==> src/rtl/cur_mb_load_pkg.sv <==
// cur_mb_load_pkg: shared enc_defines package for the current-MB loader.
// Holds the loader FSM encoding, per-plane word counts and the buffer
// offsets of each plane inside the 96-word current-MB buffer.
package enc_defines;
    typedef enum logic [2:0] {ST_IDLE, ST_CALC, ST_LUMA, ST_CB, ST_CR, ST_DONE} state_t;
    localparam int LUMA_WORDS = 64;
    localparam int CB_WORDS = 16;
    localparam int CR_WORDS = 16;
    localparam logic [6:0] LUMA_OFS = 7'd0;
    localparam logic [6:0] CB_OFS = 7'd64;
    localparam logic [6:0] CR_OFS = 7'd80;
    localparam logic [6:0] LUMA_LAST = 7'(int'(LUMA_OFS) + LUMA_WORDS - 1);
    localparam logic [6:0] CB_LAST = 7'(int'(CB_OFS) + CB_WORDS - 1);
    localparam logic [6:0] CR_LAST = 7'(int'(CR_OFS) + CR_WORDS - 1);
endpackage

==> src/rtl/cur_mb_addr_gen.sv <==
// cur_mb_addr_gen: word address of one word of a macroblock in a frame plane.
// Ports: base/stride (plane base and row stride in words), mb_x/mb_y (MB
// indices), row/col (word position inside the MB), luma (1: 16x4-word luma
// block, 0: 8x2-word chroma block), addr (resulting word address, mod 2^ADDR_W).
module cur_mb_addr_gen #(
    parameter int PIC_W_MB_LEN = 8,
    parameter int PIC_H_MB_LEN = 8,
    parameter int ADDR_W = 32
) (
    input  logic [ADDR_W-1:0]       base,
    input  logic [ADDR_W-1:0]       stride,
    input  logic [PIC_W_MB_LEN-1:0] mb_x,
    input  logic [PIC_H_MB_LEN-1:0] mb_y,
    input  logic [3:0]              row,
    input  logic [1:0]              col,
    input  logic                    luma,
    output logic [ADDR_W-1:0]       addr
);
    logic [ADDR_W-1:0] line;
    logic [ADDR_W-1:0] xofs;
    assign line = (luma ? ADDR_W'(mb_y) << 4 : ADDR_W'(mb_y) << 3) + ADDR_W'(row);
    assign xofs = (luma ? ADDR_W'(mb_x) << 2 : ADDR_W'(mb_x) << 1) + ADDR_W'(col);
    assign addr = base + line * stride + xofs;
endmodule

==> src/rtl/cur_mb_load.sv <==
// cur_mb_load: fetches one macroblock (luma, optionally Cb/Cr) from frame
// memory into the current-MB buffer.
// Ports: clk/rst (sync active-high), sys_x_total (MBs per row minus 1),
// luma/cb/cr_base_i (plane bases), load_start_i + mb_x_i/mb_y_i (request),
// load_done_o (completion pulse), rd_req_o/rd_addr_o/rd_ack_i/rd_data_i
// (word read port), cmb_wr_en_o/cmb_wr_addr_o/cmb_wr_data_o (buffer write).
// Build option: define CUR_MB_LOAD_CHROMA_EN to also load Cb and Cr (96 words);
// otherwise only the 64 luma words are loaded.
module cur_mb_load
    import enc_defines::*;
#(
    parameter int PIC_W_MB_LEN = 8,
    parameter int PIC_H_MB_LEN = 8,
    parameter int ADDR_W = 32
) (
    input  logic                    clk,
    input  logic                    rst,
    input  logic [PIC_W_MB_LEN-1:0] sys_x_total,
    input  logic [ADDR_W-1:0]       luma_base_i,
    input  logic [ADDR_W-1:0]       cb_base_i,
    input  logic [ADDR_W-1:0]       cr_base_i,
    input  logic                    load_start_i,
    input  logic [PIC_W_MB_LEN-1:0] mb_x_i,
    input  logic [PIC_H_MB_LEN-1:0] mb_y_i,
    output logic                    load_done_o,
    output logic                    rd_req_o,
    output logic [ADDR_W-1:0]       rd_addr_o,
    input  logic                    rd_ack_i,
    input  logic [31:0]             rd_data_i,
    output logic                    cmb_wr_en_o,
    output logic [6:0]              cmb_wr_addr_o,
    output logic [31:0]             cmb_wr_data_o
);
    state_t state, state_n;
    logic [6:0] cnt;
    logic [PIC_W_MB_LEN-1:0] mb_x;
    logic [PIC_H_MB_LEN-1:0] mb_y;
    logic [ADDR_W-1:0] luma_stride, chroma_stride, addr;
    logic luma, xfer, ack, last;

    assign luma = state == ST_LUMA;
    assign xfer = luma || state == ST_CB || state == ST_CR;
    // Outputs are gated by rst so an ack in the reset cycle is never written.
    assign rd_req_o = xfer && !rst;
    assign ack = rd_req_o && rd_ack_i;
    assign last = luma ? cnt == LUMA_LAST : state == ST_CB ? cnt == CB_LAST : cnt == CR_LAST;
    assign rd_addr_o = rd_req_o ? addr : '0;
    assign load_done_o = state == ST_DONE && !rst;
    assign cmb_wr_en_o = ack;
    assign cmb_wr_addr_o = cnt;
    assign cmb_wr_data_o = rd_data_i;

    // Chroma offsets 64 and 80 are 16-aligned, so cnt[3:0] is the word index
    // within the current chroma plane.
    cur_mb_addr_gen #(
        .PIC_W_MB_LEN(PIC_W_MB_LEN),
        .PIC_H_MB_LEN(PIC_H_MB_LEN),
        .ADDR_W(ADDR_W)
    ) u_addr_gen (
        .base(luma ? luma_base_i : state == ST_CB ? cb_base_i : cr_base_i),
        .stride(luma ? luma_stride : chroma_stride),
        .mb_x(mb_x),
        .mb_y(mb_y),
        .row(luma ? cnt[5:2] : {1'b0, cnt[3:1]}),
        .col(luma ? cnt[1:0] : {1'b0, cnt[0]}),
        .luma(luma),
        .addr(addr)
    );

    always_ff @(posedge clk) begin
        if (rst) begin
            state <= ST_IDLE;
            cnt <= '0;
            mb_x <= '0;
            mb_y <= '0;
            luma_stride <= '0;
            chroma_stride <= '0;
        end else begin
            state <= state_n;
            if (state == ST_IDLE && load_start_i) begin
                mb_x <= mb_x_i;
                mb_y <= mb_y_i;
            end
            if (state == ST_CALC) begin
                luma_stride <= (ADDR_W'(sys_x_total) + ADDR_W'(1)) << 2;
                chroma_stride <= (ADDR_W'(sys_x_total) + ADDR_W'(1)) << 1;
                cnt <= '0;
            end else if (ack) begin
                cnt <= cnt + 7'd1;
            end
        end
    end

    always_comb begin
        state_n = state;
        case (state)
            ST_IDLE: state_n = load_start_i ? ST_CALC : ST_IDLE;
            ST_CALC: state_n = ST_LUMA;
`ifdef CUR_MB_LOAD_CHROMA_EN
            ST_LUMA: state_n = (ack && last) ? ST_CB : ST_LUMA;
`else
            ST_LUMA: state_n = (ack && last) ? ST_DONE : ST_LUMA;
`endif
            ST_CB:   state_n = (ack && last) ? ST_CR : ST_CB;
            ST_CR:   state_n = (ack && last) ? ST_DONE : ST_CR;
            ST_DONE: state_n = ST_IDLE;
            default: state_n = ST_IDLE;
        endcase
    end
endmodule

==> config.mk <==
export PLATFORM = sky130hd
export DESIGN_NAME = cur_mb_load
export DESIGN_NICKNAME = d
export VERILOG_FILES = /design/src/rtl/cur_mb_load_pkg.sv /design/src/rtl/cur_mb_addr_gen.sv /design/src/rtl/cur_mb_load.sv
export SDC_FILE = /design/constraint.sdc
export NUM_CORES = 1
export LEC_CHECK = 0
export CAP_MARGIN = 20
export CORE_ASPECT_RATIO = 1.5
export CORE_MARGIN = 5
export CORE_UTILIZATION = 55
export DETAILED_ROUTE_END_ITERATION = 16
export PLACE_DENSITY_LB_ADDON = 0.15
export REMOVE_ABC_BUFFERS = 1
export SYNTH_ARGS = -nofsm -noshare
export SYNTH_HDL_FRONTEND = slang
export SYNTH_SLANG_ARGS = --single-unit
==> constraint.sdc <==
create_clock -name clk -period 30.6 [get_ports clk]
set_input_delay 4.59 -clock clk [delete_from_list [all_inputs] [get_ports clk]]
set_output_delay 4.59 -clock clk [all_outputs]
set_load 0.1 [all_outputs]
After elaboration in Yosys (flattened, before gate mapping). Index checks and enable logic that the tools add are counted.

Multipliers: 1. Equality and inequality tests: 8. Reductions and logical operators: 10. Mux-type cells: 15. $add $sub $neg: 6.

Operators by type and width (number): $mux 32 (4); $add 32x11->32 (1); $add 32x32->32 (1); $add 32x4->32 (1); $mul 32x32->32 (1); $pmux 3 s5 (1); $eq 7x7->1 const B (2); $mux 12 (1); $add 10x2->11 (1); $mux 10 (1); $add 8x1->9 const B (1); $add 7x1->7 const B (1); $eq 7x6->1 const B (1); $eq 3x2->1 const B (2); $eq 3x3->1 const B (2); $mux 3 (2); $logic_and 1x1->1 (5); $mux 1 (4); $mux 4 (1); $eq 3x1->1 const B (1); $logic_not 3->1 (1); $logic_or 1x1->1 (2); $mux 2 (1); $reduce_or 2->1 (1); $logic_not 1->1 (1).

Flip-flop bits (word level): 87. Input port bits: 156.

Logic depth before layout (Yosys ltp). Gate-level depths: netlist of the first run.

Depth in word-level cells: 8. Mapped depth: 38.

Hierarchy. A second synthesis of the first run with hierarchy kept.

Cell total of the unflattened synthesis: 1708. Area, all modules: 14318.7 sq um.

By module, submodules not included: cur_mb_addr_gen (area each 11532.3 sq um, times used 1, cells each 1334); cur_mb_load (area each 2786.4 sq um, times used 1, cells each 374).

Worst setup path before layout of the first run. No wires, ideal clock.

Path type: input port to output port. From: input cb_base_i[10]. To: output rd_addr_o[19]. Cell stages on the path: 23. Slack: 14.044 ns. Data arrival time: 11.966 ns. Cells stage by stage: mux2i_1 > o21ai_0 > ha_1 > inv_1 > fa_1 > fa_1 > fa_1 > inv_1 > ha_1 > ha_1 > fa_1 > inv_1 > fa_1 > inv_1 > ha_1 > nand2_1 > nor2_1 > a211oi_1 > o21ai_0 > a221oi_1 > o21ai_0 > nand3_1 > nor3b_1.

Cells in the longest elaborated chain, start to end: 5.

RTL lines: from (decl) (line cur_mb_load.sv:20) `input logic [ADDR_W-1:0] cb_base_i,`; $mux 32 (2 in series) (line cur_mb_load.sv:60) `.base(luma ? luma_base_i : state == ST_CB ? cb_base_i : cr_base_i),`; $add 32x32->32 (line cur_mb_addr_gen.sv:23) `assign addr = base + line * stride + xofs;`; $add 32x11->32 (line cur_mb_addr_gen.sv:23); $mux 32 (line cur_mb_load.sv:47) `assign rd_addr_o = rd_req_o ? addr : '0;`; to (decl) (line cur_mb_load.sv:27) `output logic [ADDR_W-1:0] rd_addr_o,`.

Every way passes these cells.

Worst setup path in the final report of the first run. Ends and elaborated chain as after synthesis.

==> impl_metrics.ini, run 1 <==
[die]
core_sq_um = 17200
io_pins = 230
design.die.area_sq_um = 20100
die_x_microns = 117
start_util_pct = 55.4
die_h_microns = 171
rows = 59

[power]
swShare_pct = 43.9
p_clk_share_pct = 20.0
powerDensity_nw_per_um2 = 21.8
power.total_mw = 0.245
p_int_mw = 0.138
p_leak_nw = 5.52
switching_power_mw = 0.108
pwr-share-comb_pct = 59.4
sequentialPowerShare_pct = 20.6
vdd_ir_drop_max_mv = 0.0415

[clock_tree]
cts_buffers = 5
cts_setup_buffers = 0
htree_levels = 2
cts_tree = done
clk_pin_slew_ns = 0.06
clock_latency_ns = 0.28
cts_hold_buf = 0
clkSinkCount = 35
clockBufferDepth = 2
cts-resized-gates = 0
cts-root-buf = clkbuf_16

[sta]
fin_crit_ns = 16.94
worst_pin_slew_ns = 1.04
slew-limit-headroom_pct = 30.4
skew_ns = 0.00332
finalSetupTns_ns = 0
hold_viol = 0
fin_ws_ns = 13.66
slew_viol_final = 0
rsz0062_at_grt = false
finalCritPeriodShare_pct = 55.4
whs_ns = 0.470
max_freq_ghz = 0.0590
finalSetupViolations = 0

[global_routing]
grt_max_degree = 70
first_global_vias = 8433
antenna_found_initial = 0
grt_use_total_pct = 23.3
grt_pass1_wl_microns = 39600
gr-total-overflow = 0

[drt]
drt_pass1_iterations = 5
initialDrtViolationCount = 372
drc = 0
via_per_inst = 5.30
avgRoutedWirePerCell_microns = 15.1
wl_microns = 23400
antenna_left = 0
num_vias = 8188

[synthesis]
ys_warn_count = 0
synth_top_area_cell = fa_1
synthCells = 1226
syn_avg_cell_area_sq_um = 7.77
ys_seq_elements = 35
yosys-top-cells-area = fa_1, ha_1, inv_1
ys.flop_type = dfxtp_1
synthTopCellsByCount = inv_1, nor2_1, ha_1
yosysTopAreaCellShare_pct = 24.6
ys_async_sr_fraction_pct = 0
synth_cell_type_count = 55
yosysSeqAreaShare_pct = 7.35
synth.cell_area_sq_um = 9530
synth_edf_count = 0
yosysMostFrequentCell = inv_1

[worst_setup_path]
setup.worst_path.class = in -> out
critPathLaunchType = input pin
end_kind = output pin
critical_path_peak_fanout = 5
path_delay_family = adder cells
slowest_stage = clkdlybuf4s50_1
cp.required_ns = 26.01
worst-path-buf-inv = 6
crit_arrival_ns = 12.35
critical-path-max-stage-delay_ns = 1.20
crit_top_cell = fa_1

[final_layout]
finalNetCount = 1744
antenna_cells = 0
area_delta_synth_final_pct = 18.4
final-instance-count-excl-fill = 1546
fillers = 1529
drive_gt1_share_pct = 3.30

[placed_design]
preCtsSetupSlack_ns = 13.63
io_buffer_count = 165
globalplace.congestion = 0.887
dpl.cell_count = 1538
dpl.hpwl_microns = 19900

[run]
cap_viol_max_count = 0

[run_status]
status = complete, no violations

[worst_hold_path]
min_path_type = reg -> reg
layout make-up:
cell class              instances  area [sq um]  area share, %
clock buffers                   5           125           1.11
clock inverters                 3          20.0          0.178
multi-input cells             881          7540           66.9
flip-flops and latches         35           702           6.22
repair buffers                179          1760           15.6
inverters                     230           863           7.65
well taps                     213           267           2.36
cell families (layout without fill, tap and decap cells):
group,after synthesis,after routing,share of synthesized area [%]
XOR/XNOR,34,34,3.13
other,2,2,0.0788
AO/OA/AOI/OAI,149,149,9.32
multiplexers,46,46,4.83
AND/OR/NAND/NOR,394,394,18.9
flip-flops,35,35,7.35
adder cells (fa/ha/maj),256,256,42.8
buffers and inverters,310,417,13.6
routing by layer:
metal	track usage, %	part of all wire, %	vias up
met5	1.20	0	-
li1	-	-	4052
met1	28.3	42	3842
met4	6.14	1.9	0
met3	4.57	6.0	42
met2	42.3	50	252
worst paths after layout:
kind,end,from,slack (ns),cells after the start
setup / recovery,rd_addr_o[19],cb_base_i[10],13.66,25
hold / removal,mb_x[4]$_SDFFE_PP0P_,mb_x[4]$_SDFFE_PP0P_,0.47,2
setup reg to reg,state[1]$_SDFF_PP0_,state[2]$_SDFF_PP0_,27.50,10
hold reg to reg,mb_x[4]$_SDFFE_PP0P_,mb_x[4]$_SDFFE_PP0P_,0.47,2
through the flow:
| step | utilization [%] | cell area (sq um) |
|---|---|---|
| 6_report | 65.6 | 11300 |
| 5_1_grt | 65.6 | 11300 |
| 4_1_cts | 65.6 | 11300 |
| 3_5_place_dp | 64.7 | 11100 |
| 3_3_place_gp | 64.7 | 11100 |
| 2_1_floorplan | - | 9100 |
placed cells by master (no fill, tap or decap), types with 11 or more instances in the layout:
master	n
a21o_1	11
a21oi_1	59
and2_1	11
and3_1	14
buf_4	14
clkdlybuf4s50_1	165
dfxtp_1	34
fa_1	117
ha_1	139
inv_1	229
mux2i_1	46
nand2_1	115
nand2b_1	18
nand3_1	28
nor2_1	141
nor2b_1	14
nor3_1	14
o21ai_0	42
or2_2	14
xnor2_1	18
xor2_1	16
power groups by stage:
stage	logic [mW]	registers, mW	clock network [mW]
global route	0.165	0.0510	0.0518
floorplan	0.101	0.0523	0
detailed placement	0.147	0.0515	0
finish	0.146	0.0506	0.0490
CTS	0.147	0.0506	0.0500
global placement	0.144	0.0515	0
registers in the layout (all words and copies together) (netlist names):
| signal | count |
|---|---|
| mb_x | 8 |
| mb_y | 8 |
| chroma_stride | 9 |
| cmb_wr_addr_o | 7 |
| state | 3 |
worst register-to-register path, stage by stage, from the launching register on:
cell and delay (ns):
dfxtp_1 0.50, nand2b_2 0.19, buf_4 0.53, a21o_1 0.20, buf_4 0.31, inv_2 0.22
and2_1 0.28, and4_4 0.24, o21ai_2 0.10, inv_1 0.06, a2111oi_0 0.36
No activity file was read; power rests on OpenSTA's default activity.
==> inputs of run 2 (changes only) <==
--- a/config.mk
+++ b/config.mk
@@ -8,7 +8,7 @@
 export CAP_MARGIN = 20
 export CORE_ASPECT_RATIO = 1.5
 export CORE_MARGIN = 5
-export CORE_UTILIZATION = 55
+export CORE_UTILIZATION = 52
 export DETAILED_ROUTE_END_ITERATION = 16
 export PLACE_DENSITY_LB_ADDON = 0.15
 export REMOVE_ABC_BUFFERS = 1
==> constraint.sdc (replaced) <==
create_clock -name clk -period 17.6 [get_ports clk]
set_input_delay 2.64 -clock clk [delete_from_list [all_inputs] [get_ports clk]]
set_output_delay 2.64 -clock clk [all_outputs]
set_load 0.1 [all_outputs]
==> run 2 against run 1 <==
Against the previous run:
- design area is 0.19% higher
- critical path depth is 9 higher
- count of clock-buffer cells in the layout stayed put
- combinational power is 73% higher
- register-to-register slack worse by 13 ns
- flip-flop and latch count stayed put
- sequential share of layout area hardly changed
- critical endpoint unchanged
- largest power group unchanged
==> impl_metrics.ini, run 2 (synthesized netlist as in run 1, its figures left out) <==
[run_status]
status = complete, no violations

[drt]
via_per_inst = 5.24
num_vias = 8113
antenna_left = 0
wl_microns = 23800
drc = 0
drt_pass1_iterations = 5
initialDrtViolationCount = 352
avgRoutedWirePerCell_microns = 15.4

[sta]
finalCritPeriodShare_pct = 75.5
slew_viol_final = 0
slew-limit-headroom_pct = 32.6
finalSetupViolations = 0
finalSetupTns_ns = 0
hold_viol = 0
worst_pin_slew_ns = 1.01
fin_crit_ns = 13.29
fin_ws_ns = 4.31
max_freq_ghz = 0.0752
rsz0062_at_grt = false
whs_ns = 0.475
skew_ns = 0.00640

[run]
cap_viol_max_count = 0

[final_layout]
drive_gt1_share_pct = 3.23
multiInputGateArea_sq_um = 7540
antenna_cells = 0
final_common_cell = inv_1
fillers = 1656
top_regs = chroma_stride x9, mb_x x8, mb_y x8
final_util_pct = 62.7
most-common-layout-cells = inv_1, clkdlybuf4s50_1, nor2_1
largest_reg_flops = 9
area_delta_synth_final_pct = 18.6
finalNetCount = 1743
top_register = chroma_stride
ff_latch_area_sq_um = 702

[clock_tree]
cts_hold_buf = 0
clockBufferDepth = 2
clkSinkCount = 35
clk_pin_slew_ns = 0.05
cts-resized-gates = 0
cts_tree = done
clock_latency_ns = 0.28
htree_levels = 2
cts-root-buf = clkbuf_16
cts_buffers = 5
cts_setup_buffers = 0

[power]
vdd_ir_drop_max_mv = 0.0592
powerDensity_nw_per_um2 = 39.2
p_leak_nw = 5.54

[die]
core_sq_um = 18000
die_x_microns = 121
die_h_microns = 176
rows = 60
io_pins = 230
start_util_pct = 52.9
design.die.area_sq_um = 21200

[placed_design]
dpl.hpwl_microns = 20800
io_buffer_count = 165
globalplace.congestion = 0.888
preCtsSetupSlack_ns = 4.48

[worst_hold_path]
min_path_type = reg -> reg
worstHoldStart = mb_x[5]$_SDFFE_PP0P_
hold-path-cell-count = 2
min_to = mb_x[5]$_SDFFE_PP0P_

[worst_setup_path]
setup.worst_path.class = reg -> out
crit_arrival_ns = 10.65
end_kind = output pin
critical_path_peak_fanout = 69
rr_endpoint = state[1]$_SDFF_PP0_
r2r-start = state[2]$_SDFF_PP0_
slowest_stage = clkdlybuf4s50_1
critPathLaunchType = register
cp.required_ns = 14.96
crit_top_cell = fa_1
r2r_cells = 9
r2r_setup_slack_ns = 14.85
critical-path-max-stage-delay_ns = 1.20

[global_routing]
antenna_found_initial = 0
first_global_vias = 8339
grt_max_degree = 70
gr-total-overflow = 0
grt_pass1_wl_microns = 39100
grt_use_total_pct = 22.4
## run 2: cell count changes in the layout (fill, tap and decap cells not counted), sizes merged
cell	previous run	this run
clkinvlp	2	0
buf	14	13
bufinv	0	1
clkinv	1	2
## run 2: power by group
group,internal [mW],switching [mW]
Clock,0.0667,0.0340
Combinational,0.104,0.148
Sequential,0.0834,0.00634
Total,0.254,0.189
## run 2: metrics by stage
stage | std cells | total power, mW | instance area, sq um
global placement | 1540 | 0.340 | 11100
floorplan | 1146 | 0.266 | 9100
CTS | 1549 | 0.447 | 11300
detailed placement | 1541 | 0.346 | 11100
global route | 1549 | 0.481 | 11300
finish | 1549 | 0.443 | 11300
## run 2: routing by layer
layer  vias up  share of wire (%)  global-route usage (%)
met1      3818                 42                    27.5
met5         -                  0                    1.20
met4         0                1.7                    5.20
met3        27                5.6                    3.74
met2       210                 51                    40.6
li1       4058                  -                       -
## run 2: layout make-up
| cell class | count | area share, % |
|---|---|---|
| multi-input cells | 881 | 66.8 |
| repair buffers | 178 | 15.5 |
| inverters | 230 | 7.64 |
| flip-flops and latches | 35 | 6.21 |
| well taps | 217 | 2.40 |
| clock buffers | 5 | 1.11 |
| clock inverters | 3 | 0.388 |
## run 2: worst max path at each step
stage	end	from	cells past startpoint	slack, ns
after global routing	rd_addr_o[19]	state[2]$_SDFF_PP0_	34	3.59
after floorplan	rd_addr_o[19]	state[2]$_SDFF_PP0_	30	3.45
after CTS	rd_addr_o[19]	state[2]$_SDFF_PP0_	34	4.23
after global placement	rd_addr_o[19]	cb_base_i[10]	25	4.58
final	rd_addr_o[19]	state[2]$_SDFF_PP0_	34	4.31
after detailed placement	rd_addr_o[19]	cb_base_i[10]	25	4.48
## run 2: critical path, delay by kind of cell, from the launching register on
kind	cells	cell delay, ns
compound gates	6	1.96
fa+ha+maj	10	4.33
buf+inv	7	2.18
flops	1	0.45
simple gates	11	1.46
